--- config.mk ---
export PLATFORM = sky130hd
export DESIGN_NAME = rnd_sched
export DESIGN_NICKNAME = d
export VERILOG_FILES = /design/src/rtl/rnd_sched.sv
export SDC_FILE = /design/constraint.sdc
export NUM_CORES = 1
export LEC_CHECK = 0
export CAP_MARGIN = 20
export CORE_MARGIN = 2
export CORE_UTILIZATION = 56
export CTS_BUF_LIST = sky130_fd_sc_hd__clkbuf_2
export DETAILED_ROUTE_END_ITERATION = 10
export HOLD_SLACK_MARGIN = 0.05
export PLACE_DENSITY = 0.92
export REMOVE_ABC_BUFFERS = 1
export SLEW_MARGIN = 10
export SYNTH_ARGS = -nofsm -noshare
export SYNTH_HDL_FRONTEND = slang
export SYNTH_SLANG_ARGS = --single-unit
--- constraint.sdc ---
create_clock -name clk -period 3.45 [get_ports clk]
set_input_delay 0.5175 -clock clk [delete_from_list [all_inputs] [get_ports clk]]
set_output_delay 0.5175 -clock clk [all_outputs]
set_load 0.005 [all_outputs]
--- src/rtl/rnd_sched.sv ---
// Round-robin scheduler that shares one free-running random byte source among NREQ requesters.
// Optional byte repetition health test and FAULT state when RND_HEALTH_EN is defined.
module rnd_sched #(
   parameter int unsigned NREQ         = 4,
   parameter int unsigned GAP          = 8,
   parameter int unsigned WARMUP       = 64,
   parameter int unsigned HEALTH_LIMIT = 4
) (
   input  logic            clk,
   input  logic            rst_n,
   input  logic [7:0]      rnd_in,
   input  logic [NREQ-1:0] req,
   input  logic            hold,
   input  logic            restart,
   output logic [NREQ-1:0] gnt,
   output logic [7:0]      rnd_out,
   output logic            rnd_valid,
   output logic            ready,
   output logic            alarm
);

   localparam int unsigned PW = $clog2(NREQ);
   localparam int unsigned SW = 8;
   localparam int unsigned WW = 16;
   localparam int unsigned RW = 4;

   // Elaboration-time range checks on the configuration.
   if (NREQ < 2 || NREQ > 8) begin : g_bad_nreq
      $error("rnd_sched: NREQ out of range");
   end
   if (GAP < 1 || GAP > 255) begin : g_bad_gap
      $error("rnd_sched: GAP out of range");
   end
   if (WARMUP < 1 || WARMUP > 65535) begin : g_bad_warmup
      $error("rnd_sched: WARMUP out of range");
   end
   if (HEALTH_LIMIT < 2 || HEALTH_LIMIT > 15) begin : g_bad_limit
      $error("rnd_sched: HEALTH_LIMIT out of range");
   end

`ifdef RND_HEALTH_EN
   typedef enum logic [1:0] {ST_WARMUP, ST_RUN, ST_FAULT} state_t;
`else
   typedef enum logic [1:0] {ST_WARMUP, ST_RUN} state_t;
`endif

   state_t          state_q, state_d;
   logic [WW-1:0]   warm_q, warm_d;
   logic [SW-1:0]   spc_q, spc_d;
   logic [PW-1:0]   rr_q, rr_d;
   logic [NREQ-1:0] gnt_d;
   logic [7:0]      rnd_d;
   logic            valid_d;
   logic            ready_d;
   logic            win_found;
   logic [PW-1:0]   win_idx;
   logic [PW-1:0]   idx;
`ifdef RND_HEALTH_EN
   logic            alarm_d;
   logic [RW-1:0]   rep_q, rep_d, rep_nx;
   logic [7:0]      prev_q, prev_d;
`endif

   // Round-robin search for the first active request at or above the pointer.
   always_comb begin
      win_found = 1'b0;
      win_idx   = '0;
      idx       = '0;
      for (int i = 0; i < int'(NREQ); i++) begin
         idx = PW'((32'(rr_q) + 32'(i)) % NREQ);
         if (!win_found && req[idx]) begin
            win_found = 1'b1;
            win_idx   = idx;
         end
      end
   end

   // Next-state and output decode.
   always_comb begin
      state_d = state_q;
      warm_d  = warm_q;
      spc_d   = (spc_q != '0) ? spc_q - SW'(1) : spc_q;
      rr_d    = rr_q;
      gnt_d   = '0;
      valid_d = 1'b0;
      rnd_d   = rnd_out;
`ifdef RND_HEALTH_EN
      alarm_d = alarm;
      rep_d   = rep_q;
      prev_d  = prev_q;
      rep_nx  = (rnd_in == prev_q) ? rep_q + RW'(1) : RW'(1);
`endif
      if (restart) begin
         state_d = ST_WARMUP;
         warm_d  = WW'(WARMUP - 1);
         spc_d   = '0;
`ifdef RND_HEALTH_EN
         alarm_d = 1'b0;
         rep_d   = '0;
         prev_d  = '0;
`endif
      end else begin
         case (state_q)
            ST_WARMUP: begin
               if (warm_q == '0) state_d = ST_RUN;
               else              warm_d  = warm_q - WW'(1);
            end
            ST_RUN: begin
               if (win_found && !hold && spc_q == '0) begin
                  gnt_d   = NREQ'(1) << win_idx;
                  valid_d = 1'b1;
                  rnd_d   = rnd_in;
                  rr_d    = (win_idx == PW'(NREQ - 1)) ? '0 : win_idx + PW'(1);
                  spc_d   = SW'(GAP - 1);
`ifdef RND_HEALTH_EN
                  rep_d   = rep_nx;
                  prev_d  = rnd_in;
                  if (rep_nx >= RW'(HEALTH_LIMIT)) begin
                     alarm_d = 1'b1;
                     state_d = ST_FAULT;
                  end
`endif
               end
            end
`ifdef RND_HEALTH_EN
            ST_FAULT: state_d = ST_FAULT;
`endif
            default: state_d = ST_WARMUP;
         endcase
      end
      ready_d = (state_d == ST_RUN) && (spc_d == '0);
   end

   // State and output registers.
   always_ff @(posedge clk or negedge rst_n) begin
      if (!rst_n) begin
         state_q   <= ST_WARMUP;
         warm_q    <= WW'(WARMUP - 1);
         spc_q     <= '0;
         rr_q      <= '0;
         gnt       <= '0;
         rnd_out   <= '0;
         rnd_valid <= 1'b0;
         ready     <= 1'b0;
`ifdef RND_HEALTH_EN
         alarm     <= 1'b0;
         rep_q     <= '0;
         prev_q    <= '0;
`endif
      end else begin
         state_q   <= state_d;
         warm_q    <= warm_d;
         spc_q     <= spc_d;
         rr_q      <= rr_d;
         gnt       <= gnt_d;
         rnd_out   <= rnd_d;
         rnd_valid <= valid_d;
         ready     <= ready_d;
`ifdef RND_HEALTH_EN
         alarm     <= alarm_d;
         rep_q     <= rep_d;
         prev_q    <= prev_d;
`endif
      end
   end

`ifndef RND_HEALTH_EN
   assign alarm = 1'b0;
`endif

endmodule

**After elaboration in Yosys (flattened, before gate mapping)**

Index checks and enable logic that the tools add are counted.

- Bits of input ports: 16
- Output and inout port bits: 15
- Register bits: 42
- Logic and storage cells: 75

- Bitwise gates (word level): 1
- $add $sub $neg: 6
- Shifts and indexed selects: 1
- Equality and inequality tests: 4
- Reduce and logical (&&, ||, !) cells: 18
- Multiplexer cells: 33
- Magnitude comparators: 4

Operators by type and width:

| operator | number |
|---|---|
| $mux 16 | 3 |
| $mux 8 | 4 |
| $logic_not 16->1 | 1 |
| $logic_not 8->1 | 2 |
| $sub 16x1->16 const B | 1 |
| $mux 2 | 7 |
| $lt 2x3->1 const B | 4 |
| $mux 4 | 3 |
| $mux 1 | 11 |
| $bmux 1 s2 | 4 |
| $reduce_bool 8->1 | 1 |
| $sub 8x1->8 const B | 1 |
| $logic_and 1x1->1 | 6 |
| $add 2x1->2 const B | 2 |
| $add 2x2->2 const B | 2 |
| $eq 2x1->1 const B | 2 |
| $logic_not 1->1 | 4 |
| $pmux 2 s2 | 1 |
| $shl 1x2->4 const A | 1 |
| $reduce_and 3->1 | 1 |
| $eq 2x2->1 const B | 1 |
| $logic_not 2->1 | 1 |
| $ne 2x2->1 const B | 1 |
| $reduce_and 2->1 | 1 |
| 2 further kinds | 2 |

**Longest topological paths before layout**

Gate-level depths: netlist of the first run.

- Word-level depth: 19
- Gate-level depth with buffers: 7
- Gate-level depth less buffers: 7

**Least setup slack after synthesis of the first run**

No wires, ideal clock.

- Path kind: register to register
- From: reg spc_q[3]
- To: reg rnd_out[1]
- Cell stages (with the launch flop): 6
- Buffers on the path: 1
- Data arrival time: 2329 ps
- Slack: 995 ps
- Library setup time: 125 ps
- Cells stage by stage: dfrtp_1 > or4_4 > or4b_4 > or3_4 > buf_6 > mux2_4

- Longest elaborated chain between the ends: 3

Ends and longest elaborated chain:

| what | line | RTL |
|---|---|---|
| from (decl) | 49 | `logic [SW-1:0] spc_q, spc_d;` |
| from (signal assigned) | 153 | `spc_q <= spc_d;` |
| $logic_not 8->1 | 109 | `if (win_found && !hold && spc_q == '0) begin` |
| $logic_and 1x1->1 | 109 |  |
| $reduce_and 3->1 (no source line) | -- |  |
| to (signal assigned) | 156 | `rnd_out <= rnd_d;` |
| to (decl) | 16 | `output logic [7:0] rnd_out,` |

No other way between the ends.
A chain may end at the register's enable or synchronous reset.

**Worst setup path after layout of the first run**

- From: reg spc_q[3]
- To: reg rr_q[0]

- Longest elaborated chain between the ends: 3

Ends and longest elaborated chain:

| what | line | RTL |
|---|---|---|
| $logic_not 8->1 | 109 |  |
| $logic_and 1x1->1 | 109 |  |
| $reduce_and 3->1 (no source line) | -- |  |
| to (signal assigned) | 154 | `rr_q <= rr_d;` |
| to (decl) | 50 | `logic [PW-1:0] rr_q, rr_d;` |

No other way between the ends.

==> results by group, run 1 <==
Logic synthesis
  – Count leader, synth: dfrtp_1
  – Synth warn: 0
  – Synth cell count leaders: dfrtp_1, nor2_1, inv_1
  – Synth unique cells: 46
  – Synth area leaders: dfrtp_1, dfstp_2, mux2_4
  – Cells after synthesis: 201
  – Top cell type by total area after synthesis: dfrtp_1
  – Post-synth ARST share: 100%
  – Seq cells post-synth: 42
  – Ys flop type: dfrtp_1
  – Syn Area/Cell: 10.7 sq um
  – Synth Cell Area: 0.00215 sq mm
  – Sequential area share after synthesis: 49.1%
  – Number of synthesized flops with an enable pin: 0
  – Synth top area share: 41.8%

Power and ir drop
  – Peak supply drop: 0.422 mV
  – PwrDens: 466 mW/mm^2
  – Leakage power: 1.16 nW
  – Final Power: 1.18 mW

STA
  – Slew @ Worst Pin: 0.898 ns
  – Slew HR: 40.1%
  – Final setup fails: 0
  – Setup TNS: 0 ns
  – Worst setup margin: 0.784 ns
  – Final Cycle Share: 77.3%
  – Final Hold Viols: 0
  – Skew final: 0.0332 ns
  – F_max: 375 MHz
  – Unrepaired setup endpoints after global routing: no
  – Fin crit period: 2.67 ns
  – Fin. max-slew vios: 0

Cells and area
  – Ant diodes: 0
  – FF+latch area: 0.00106 sq mm
  – Synthesis-to-layout area growth: 17.5%
  – Final core utilization: 68.7%
  – Fill count: 279
  – Multi-input gate area: 0.00103 sq mm
  – Final Instance Area: 0.00253 sq mm
  – Share of layout cells above drive strength 1: 14.4%
  – Nets: 258

Die
  – Die W: 66.0 um
  – Row cnt: 22
  – # IOs: 31
  – Die H: 66.0 um
  – Total die area: 0.00436 sq mm
  – Initial Util: 58.4%
  – Core outline area: 0.00369 sq mm

Clock tree
  – Sink Count: 42
  – Post-cts resize count: 0
  – CTS tree: done
  – Root buffer cell: clkbuf_2
  – Number of buffers created by CTS: 5
  – Cts hold-fix bufs: 0
  – H-tree depth: 2
  – Post-CTS Setup Bufs: 0
  – Worst-Skew Late Latency: 0.43 ns
  – Max Buffers Root-to-Sink: 2
  – Clock-pin slew on the worst setup and hold paths: 0.22 ns

Global routing
  – First-pass GRT wire length: 7030 um
  – GR Overflow Total: 0
  – Initial antenna violation count: 0
  – Vias in the first global route: 1560
  – Largest net degree at the start of global routing: 43
  – GRT met2 Usage: 35.7%
  – Top Usage Layer GRT: met2
  – Global-route track usage on met3: 7.67%
  – All-layer global routing usage: 21.7%
  – M1 GR Usage: 27.3%

Worst setup path
  – CP peak stage delay: 0.56 ns
  – Slowest library cell on the worst path: or4_4
  – CP delay by family, top: simple AND/OR/NAND/NOR gates
  – Setup crit start kind: flop
  – FF-to-FF setup slack: 0.78 ns
  – Crit path DAT: 3.01 ns
  – Reg-to-Reg End: rr_q[0]$_DFFE_PN0P_
  – Worst-path fanout max: 12
  – WS Path Type: flop to flop
  – Setup crit end kind: flop
  – Worst Path Buf+Inv: 1
  – Worst r2r src: spc_q[3]$_DFF_PN0_
  – Critical path required time: 3.80 ns
  – Crit path depth: 5
  – Critical Path, Cell by Cell: or4_4 -> or4b_4 -> or3_4 -> inv_1 -> mux2_2
  – Cell count of the worst reg-to-reg path: 5

Detailed routing
  – 1st-iter DRT viols: 56
  – DRC Markers: 0
  – WL per Instance: 14.5 um
  – TritonRoute pass-1 iters: 4
  – Via count: 1579
  – Vias per cell: 5.56
  – Post-route ant nets: 0
  – Wirelength, routed: 4130 um

Place
  – Dpl ws: 0.686 ns
  – HPWL Detailed: 2850 um
  – GPL Wtd Cong: 0.841
  – Port Buffers: 29
  – Dpl cell area: 0.00249 sq mm

Status
  – Status: complete, no violations

Run
  – Max-Cap Viols: 0

Worst hold path
  – Worst hold path class: input pin to async pin
flip-flops by register name, indices dropped and copies added, names as in the netlist:
name	count
ready	1
warm_q	16
rnd_valid	1
gnt	4
rnd_out	8
rr_q	2
state_q	2
spc_q	8
worst max-delay path by stage:
stage                             startpoint                   to
after floorplan           spc_q[3]$_DFF_PN0_  rr_q[0]$_DFFE_PN0P_
final                     spc_q[3]$_DFF_PN0_  rr_q[0]$_DFFE_PN0P_
after global placement                  hold  rr_q[0]$_DFFE_PN0P_
after CTS                 spc_q[3]$_DFF_PN0_  rr_q[0]$_DFFE_PN0P_
after global routing      spc_q[3]$_DFF_PN0_  rr_q[0]$_DFFE_PN0P_
after detailed placement                hold  rr_q[0]$_DFFE_PN0P_
worst reg2reg max path: stages (launching register included):
cell	delay (ns)
dfrtp_1	0.48
or4_4	0.56
or4b_4	0.53
or3_4	0.52
inv_1	0.17
mux2_2	0.35
per-layer routing:
layer	up-vias	part of all wire (%)
li1	769	-
met1	759	46
met2	46	46
met3	5	6.4
met4	0	1.1
met5	-	0
layout make-up:
cell class / count / share of cell area (%)
Tap cell: 48 / 2.37
Clock buffer: 6 / 1.19
Multi-Input combinational cell: 144 / 40.6
Inverter: 11 / 1.63
Clock inverter: 2 / 0.543
Timing Repair Buffer: 31 / 11.9
Sequential cell: 42 / 41.8
kinds of logic (layout without fill, tap and decap cells):
kind of cell	count (synthesis)	after routing	synth area share (%)
AOI/OAI and AO/OA	27	27	8.30
xor gates and xnor gates	17	17	6.91
adders and majority gates	7	7	4.06
buffers and inverters	16	50	3.31
DFF	42	42	49.1
muxes	12	12	7.61
other	1	2	0.174
and+or+nand+nor	79	79	20.5
per-stage QoR:
| stage | cells | hold WS [ns] |
|---|---|---|
| after detailed placement | 276 | 0.494 |
| after global routing | 284 | 0.225 |
| final | 284 | 0.171 |
| after floorplan | 197 | 0.222 |
| after global placement | 276 | 0.488 |
| after CTS | 284 | 0.202 |
layout by cell type (no fill, tap or decap), drive strengths merged, types with 2 or more instances in the layout:
cell type      count
and2               4
clkdlybuf4s50     28
nand3b             2
nand2b             5
nor4b              2
dfstp              6
dfrtp             36
or4b               2
buf                3
conb               2
nor3               6
nor2              31
o2111ai            2
nor4               6
a21oi              5
nand2              6
inv               11
clkbuf             6
a211o              2
ha                 7
clkinv             2
xnor2              8
mux2              11
o211ai             4
xor2               9
o22ai              2
or3                3
o21ai              7
or4                5
power by group:
part	switching [mW]	total (mW)	leakage (nW)	internal (mW)
clock	0.163	0.216	0.0330	0.0532
combinational	0.188	0.371	0.571	0.183
sequential	0.0554	0.594	0.558	0.538
(Power assumes the default switching activity.)
==> run 2, diff against run 1 <==
==> constraint.sdc (replaced) <==
create_clock -name clk -period 2.8 [get_ports clk]
set_input_delay 0.42 -clock clk [delete_from_list [all_inputs] [get_ports clk]]
set_output_delay 0.42 -clock clk [all_outputs]
set_load 0.005 [all_outputs]
==> results by group, run 2 (same netlist as run 1, synthesis figures left out) <==
Status
  – Status: complete, no violations

Cells and area
  – Max FFs per register: 16
  – Top flop regs: warm_q (16), rnd_out (8), spc_q (8)
  – Nets: 259
  – Most frequent cells in the layout: dfrtp_1, nor2_1, clkdlybuf4s50_1
  – Ant diodes: 0
  – Share of layout cells above drive strength 1: 14.8%
  – Most common cell after layout, fill and taps aside: dfrtp_1
  – Synthesis-to-layout area growth: 18.9%
  – Register with the most flip-flops: warm_q

Global routing
  – Initial antenna violation count: 0
  – Vias in the first global route: 1613
  – First-pass GRT wire length: 7270 um
  – All-layer global routing usage: 22.5%
  – GR Overflow Total: 0
  – Largest net degree at the start of global routing: 43

Detailed routing
  – Wirelength, routed: 4180 um
  – WL per Instance: 14.6 um
  – Via count: 1580
  – DRC Markers: 0
  – 1st-iter DRT viols: 96
  – Vias per cell: 5.54
  – TritonRoute pass-1 iters: 4
  – Post-route ant nets: 0

STA
  – Worst setup margin: 0.186 ns
  – Final Hold Viols: 0
  – Fin. max-slew vios: 0
  – Slew @ Worst Pin: 0.898 ns
  – Slew HR: 40.2%
  – Final setup fails: 0
  – Final Cycle Share: 93.4%
  – Skew final: 0.0206 ns
  – F_max: 383 MHz
  – Setup TNS: 0 ns
  – Unrepaired setup endpoints after global routing: no
  – Fin crit period: 2.61 ns
  – Hold WS: 0.0981 ns

Worst setup path
  – Cell count of the worst reg-to-reg path: 5
  – Worst-path fanout max: 7
  – Worst r2r src: spc_q[3]$_DFF_PN0_
  – Critical path required time: 3.09 ns
  – Crit path DAT: 2.91 ns
  – FF-to-FF setup slack: 0.19 ns
  – WS Path Type: flop to flop
  – Setup crit end kind: flop
  – Setup crit start kind: flop
  – Reg-to-Reg End: rr_q[0]$_DFFE_PN0P_

Clock tree
  – H-tree depth: 2
  – Worst-Skew Late Latency: 0.40 ns
  – CTS tree: done
  – Cts hold-fix bufs: 0
  – Max Buffers Root-to-Sink: 2
  – Clock-pin slew on the worst setup and hold paths: 0.21 ns
  – Post-CTS Setup Bufs: 0
  – Sink Count: 42
  – Root buffer cell: clkbuf_2
  – Number of buffers created by CTS: 5
  – Post-cts resize count: 0

Die
  – Row cnt: 22
  – Total die area: 0.00436 sq mm
  – Core outline area: 0.00369 sq mm
  – Initial Util: 58.4%
  – # IOs: 31
  – Die H: 66.0 um
  – Die W: 66.0 um

Place
  – GPL Wtd Cong: 0.845
  – Dpl ws: 0.228 ns
  – Port Buffers: 29
  – HPWL Detailed: 2930 um

Run
  – Max-Cap Viols: 0

Power and ir drop
  – Peak supply drop: 0.673 mV
  – PwrDens: 605 mW/mm^2
  – Leakage power: 1.18 nW
  – Final Power: 1.55 mW

Worst hold path
  – Worst hold path class: input pin to async pin
## run 2: cell count changes in the layout (fill, tap and decap cells not counted)
cell	before	now
bufinv_16	0	1
buf_4	2	3
clkbuf_2	6	7
clkinv_2	1	0
clkinv_4	1	0
## run 2: worst max-delay path by stage
stage	startpoint	endpoint	slack, ns
after floorplan	spc_q[3]$_DFF_PN0_	rr_q[0]$_DFFE_PN0P_	0.24
after global placement	hold	rnd_out[1]$_DFFE_PN0P_	0.26
after detailed placement	spc_q[3]$_DFF_PN0_	rnd_out[7]$_DFFE_PN0P_	0.23
after CTS	spc_q[3]$_DFF_PN0_	rr_q[0]$_DFFE_PN0P_	0.20
after global routing	spc_q[3]$_DFF_PN0_	rr_q[0]$_DFFE_PN0P_	0.13
final	spc_q[3]$_DFF_PN0_	rr_q[0]$_DFFE_PN0P_	0.19
## run 2: cell type report
cell class | count | area (sq um)
timing repair buffer | 32 | 308
inverter | 11 | 41.3
fill | 289 | 1130
clock inverter | 1 | 30.0
multi-input combinational | 144 | 1030
sequential | 42 | 1060
clock buffer | 7 | 35.0
tap | 48 | 60.1
## run 2: report_power, final
group          switching [mW]  leakage (nW)  internal (mW)
Sequential             0.0734         0.558          0.663
Combinational           0.240         0.575          0.226
Clock                   0.190        0.0432          0.159
Total                   0.503          1.18           1.05
## run 2: through the flow
| stage | util [%] | std cells | instance area [sq um] |
|---|---|---|---|
| after floorplan | - | 197 | 2130 |
| after global placement | 67.7 | 277 | 2500 |
| after detailed placement | 67.7 | 277 | 2500 |
| after CTS | 69.4 | 285 | 2560 |
| after global routing | 69.4 | 285 | 2560 |
| final | 69.4 | 285 | 2560 |
## run 2: layer usage
metal,track usage (%),up-vias,routed length (um)
li1,-,768,-
met1,26.9,762,1840
met2,37.0,40,2030
met3,8.69,10,229
met4,8.16,0,74
met5,0,-,0
## run 2: critical path, stage by stage, from the launching register on
cell and delay, ns:
dfrtp_1 0.50, or4_4 0.57, or4b_4 0.53, or3_4 0.41, inv_1 0.15, mux2_2 0.36
==> run 3, diff against run 2 <==
--- a/config.mk
+++ b/config.mk
@@ -11,6 +11,7 @@
 export CTS_BUF_LIST = sky130_fd_sc_hd__clkbuf_2
 export DETAILED_ROUTE_END_ITERATION = 10
 export HOLD_SLACK_MARGIN = 0.05
+export MAX_ROUTING_LAYER = met4
 export PLACE_DENSITY = 0.92
 export REMOVE_ABC_BUFFERS = 1
 export SLEW_MARGIN = 10
==> results by group, run 3 (same netlist as run 1, synthesis figures left out) <==
STA
  – F_max: 383 MHz
  – Worst setup margin: 0.192 ns
  – Final Hold Viols: 0
  – Hold WS: 0.0933 ns
  – Final setup fails: 0
  – Fin. max-slew vios: 0
  – Fin crit period: 2.61 ns
  – Slew @ Worst Pin: 0.902 ns
  – Skew final: 0.0254 ns
  – Setup TNS: 0 ns
  – Final Cycle Share: 93.1%
  – Slew HR: 39.9%
  – Unrepaired setup endpoints after global routing: no

Clock tree
  – Sink Count: 42
  – Post-CTS Setup Bufs: 0
  – Clock-pin slew on the worst setup and hold paths: 0.22 ns
  – Root buffer cell: clkbuf_2
  – CTS tree: done
  – H-tree depth: 2
  – Cts hold-fix bufs: 0
  – Post-cts resize count: 0
  – Worst-Skew Late Latency: 0.41 ns
  – Number of buffers created by CTS: 5
  – Max Buffers Root-to-Sink: 2

Status
  – Status: complete, no violations

Die
  – Die H: 66.0 um
  – Total die area: 0.00436 sq mm
  – # IOs: 31
  – Initial Util: 58.4%
  – Row cnt: 22
  – Die W: 66.0 um
  – Core outline area: 0.00369 sq mm

Power and ir drop
  – Peak supply drop: 0.673 mV
  – PwrDens: 607 mW/mm^2
  – Leakage power: 1.18 nW
  – Final Power: 1.55 mW

Global routing
  – GR Overflow Total: 0
  – Vias in the first global route: 1614
  – First-pass GRT wire length: 7260 um
  – Largest net degree at the start of global routing: 43
  – Initial antenna violation count: 0
  – All-layer global routing usage: 23.1%

Worst setup path
  – Worst-path fanout max: 7
  – Worst r2r src: spc_q[3]$_DFF_PN0_
  – Cell count of the worst reg-to-reg path: 5
  – Setup crit start kind: flop
  – Setup crit end kind: flop
  – FF-to-FF setup slack: 0.19 ns
  – Critical path required time: 3.09 ns
  – Reg-to-Reg End: rr_q[0]$_DFFE_PN0P_
  – WS Path Type: flop to flop
  – Crit path DAT: 2.90 ns

Detailed routing
  – 1st-iter DRT viols: 100
  – Post-route ant nets: 0
  – Wirelength, routed: 4170 um
  – Via count: 1585
  – DRC Markers: 0
  – TritonRoute pass-1 iters: 4
  – WL per Instance: 14.6 um
  – Vias per cell: 5.56

Cells and area
  – Top flop regs: warm_q (16), rnd_out (8), spc_q (8)
  – Ant diodes: 0
  – Fill count: 289
  – Nets: 259
  – Most frequent cells in the layout: dfrtp_1, nor2_1, clkdlybuf4s50_1
  – Max FFs per register: 16
  – Final Instance Area: 0.00256 sq mm
  – Register with the most flip-flops: warm_q
  – Synthesis-to-layout area growth: 18.9%
  – Most common cell after layout, fill and taps aside: dfrtp_1
  – Share of layout cells above drive strength 1: 14.8%

Place
  – Dpl cell area: 0.00250 sq mm
  – HPWL Detailed: 2930 um
  – Dpl ws: 0.228 ns
  – GPL Wtd Cong: 0.858
  – Port Buffers: 29

Worst hold path
  – Worst hold path class: input pin to async pin

Run
  – Max-Cap Viols: 0
run 3: cell counts in the layout (fill, tap and decap cells not counted):
No cell type changed its count.
run 3: metrics by stage:
step	util [%]	cells
after floorplan	-	197
after global placement	67.7	277
after detailed placement	67.7	277
after CTS	69.4	285
after global routing	69.4	285
final	69.4	285
run 3: final cells by class:
cell class                      count  area (sq um)  share of cell area (%)
Clock buffer                        7          35.0                    1.37
Clock inverter                      1          30.0                    1.17
Inverter                           11          41.3                    1.61
Multi-Input combinational cell    144          1030                    40.2
Sequential cell                    42          1060                    41.3
Tap cell                           48          60.1                    2.34
Timing Repair Buffer               32           308                    12.0
run 3: per-layer routing:
layer | GRT usage (%) | routed length (um)
met2 | 36.9 | 2040
met5 | - | 0
met4 | 8.16 | 56
met1 | 27.0 | 1780
met3 | 8.69 | 296
run 3: critical path, cell delays in order, from the launching register on:
cell and delay (ns):
dfrtp_1 0.50, or4_4 0.57, or4b_4 0.53, or3_4 0.41
inv_1 0.15, mux2_2 0.36
run 3: how the worst max path moves through the flow:
stage | cells after the start | slack (ns) | end | startpoint
final | 5 | 0.19 | rr_q[0]$_DFFE_PN0P_ | spc_q[3]$_DFF_PN0_
after global routing | 5 | 0.13 | rr_q[0]$_DFFE_PN0P_ | spc_q[3]$_DFF_PN0_
after CTS | 5 | 0.20 | rr_q[0]$_DFFE_PN0P_ | spc_q[3]$_DFF_PN0_
after detailed placement | 5 | 0.23 | rnd_out[7]$_DFFE_PN0P_ | spc_q[3]$_DFF_PN0_
after global placement | 5 | 0.26 | rnd_out[1]$_DFFE_PN0P_ | hold
after floorplan | 5 | 0.24 | rr_q[0]$_DFFE_PN0P_ | spc_q[3]$_DFF_PN0_
run 3: power by group:
part	switching, mW	leakage, nW	internal [mW]	total (mW)
logic	0.242	0.575	0.226	0.467
clock network	0.192	0.0432	0.159	0.351
registers	0.0729	0.558	0.663	0.736
total	0.507	1.18	1.05	1.55
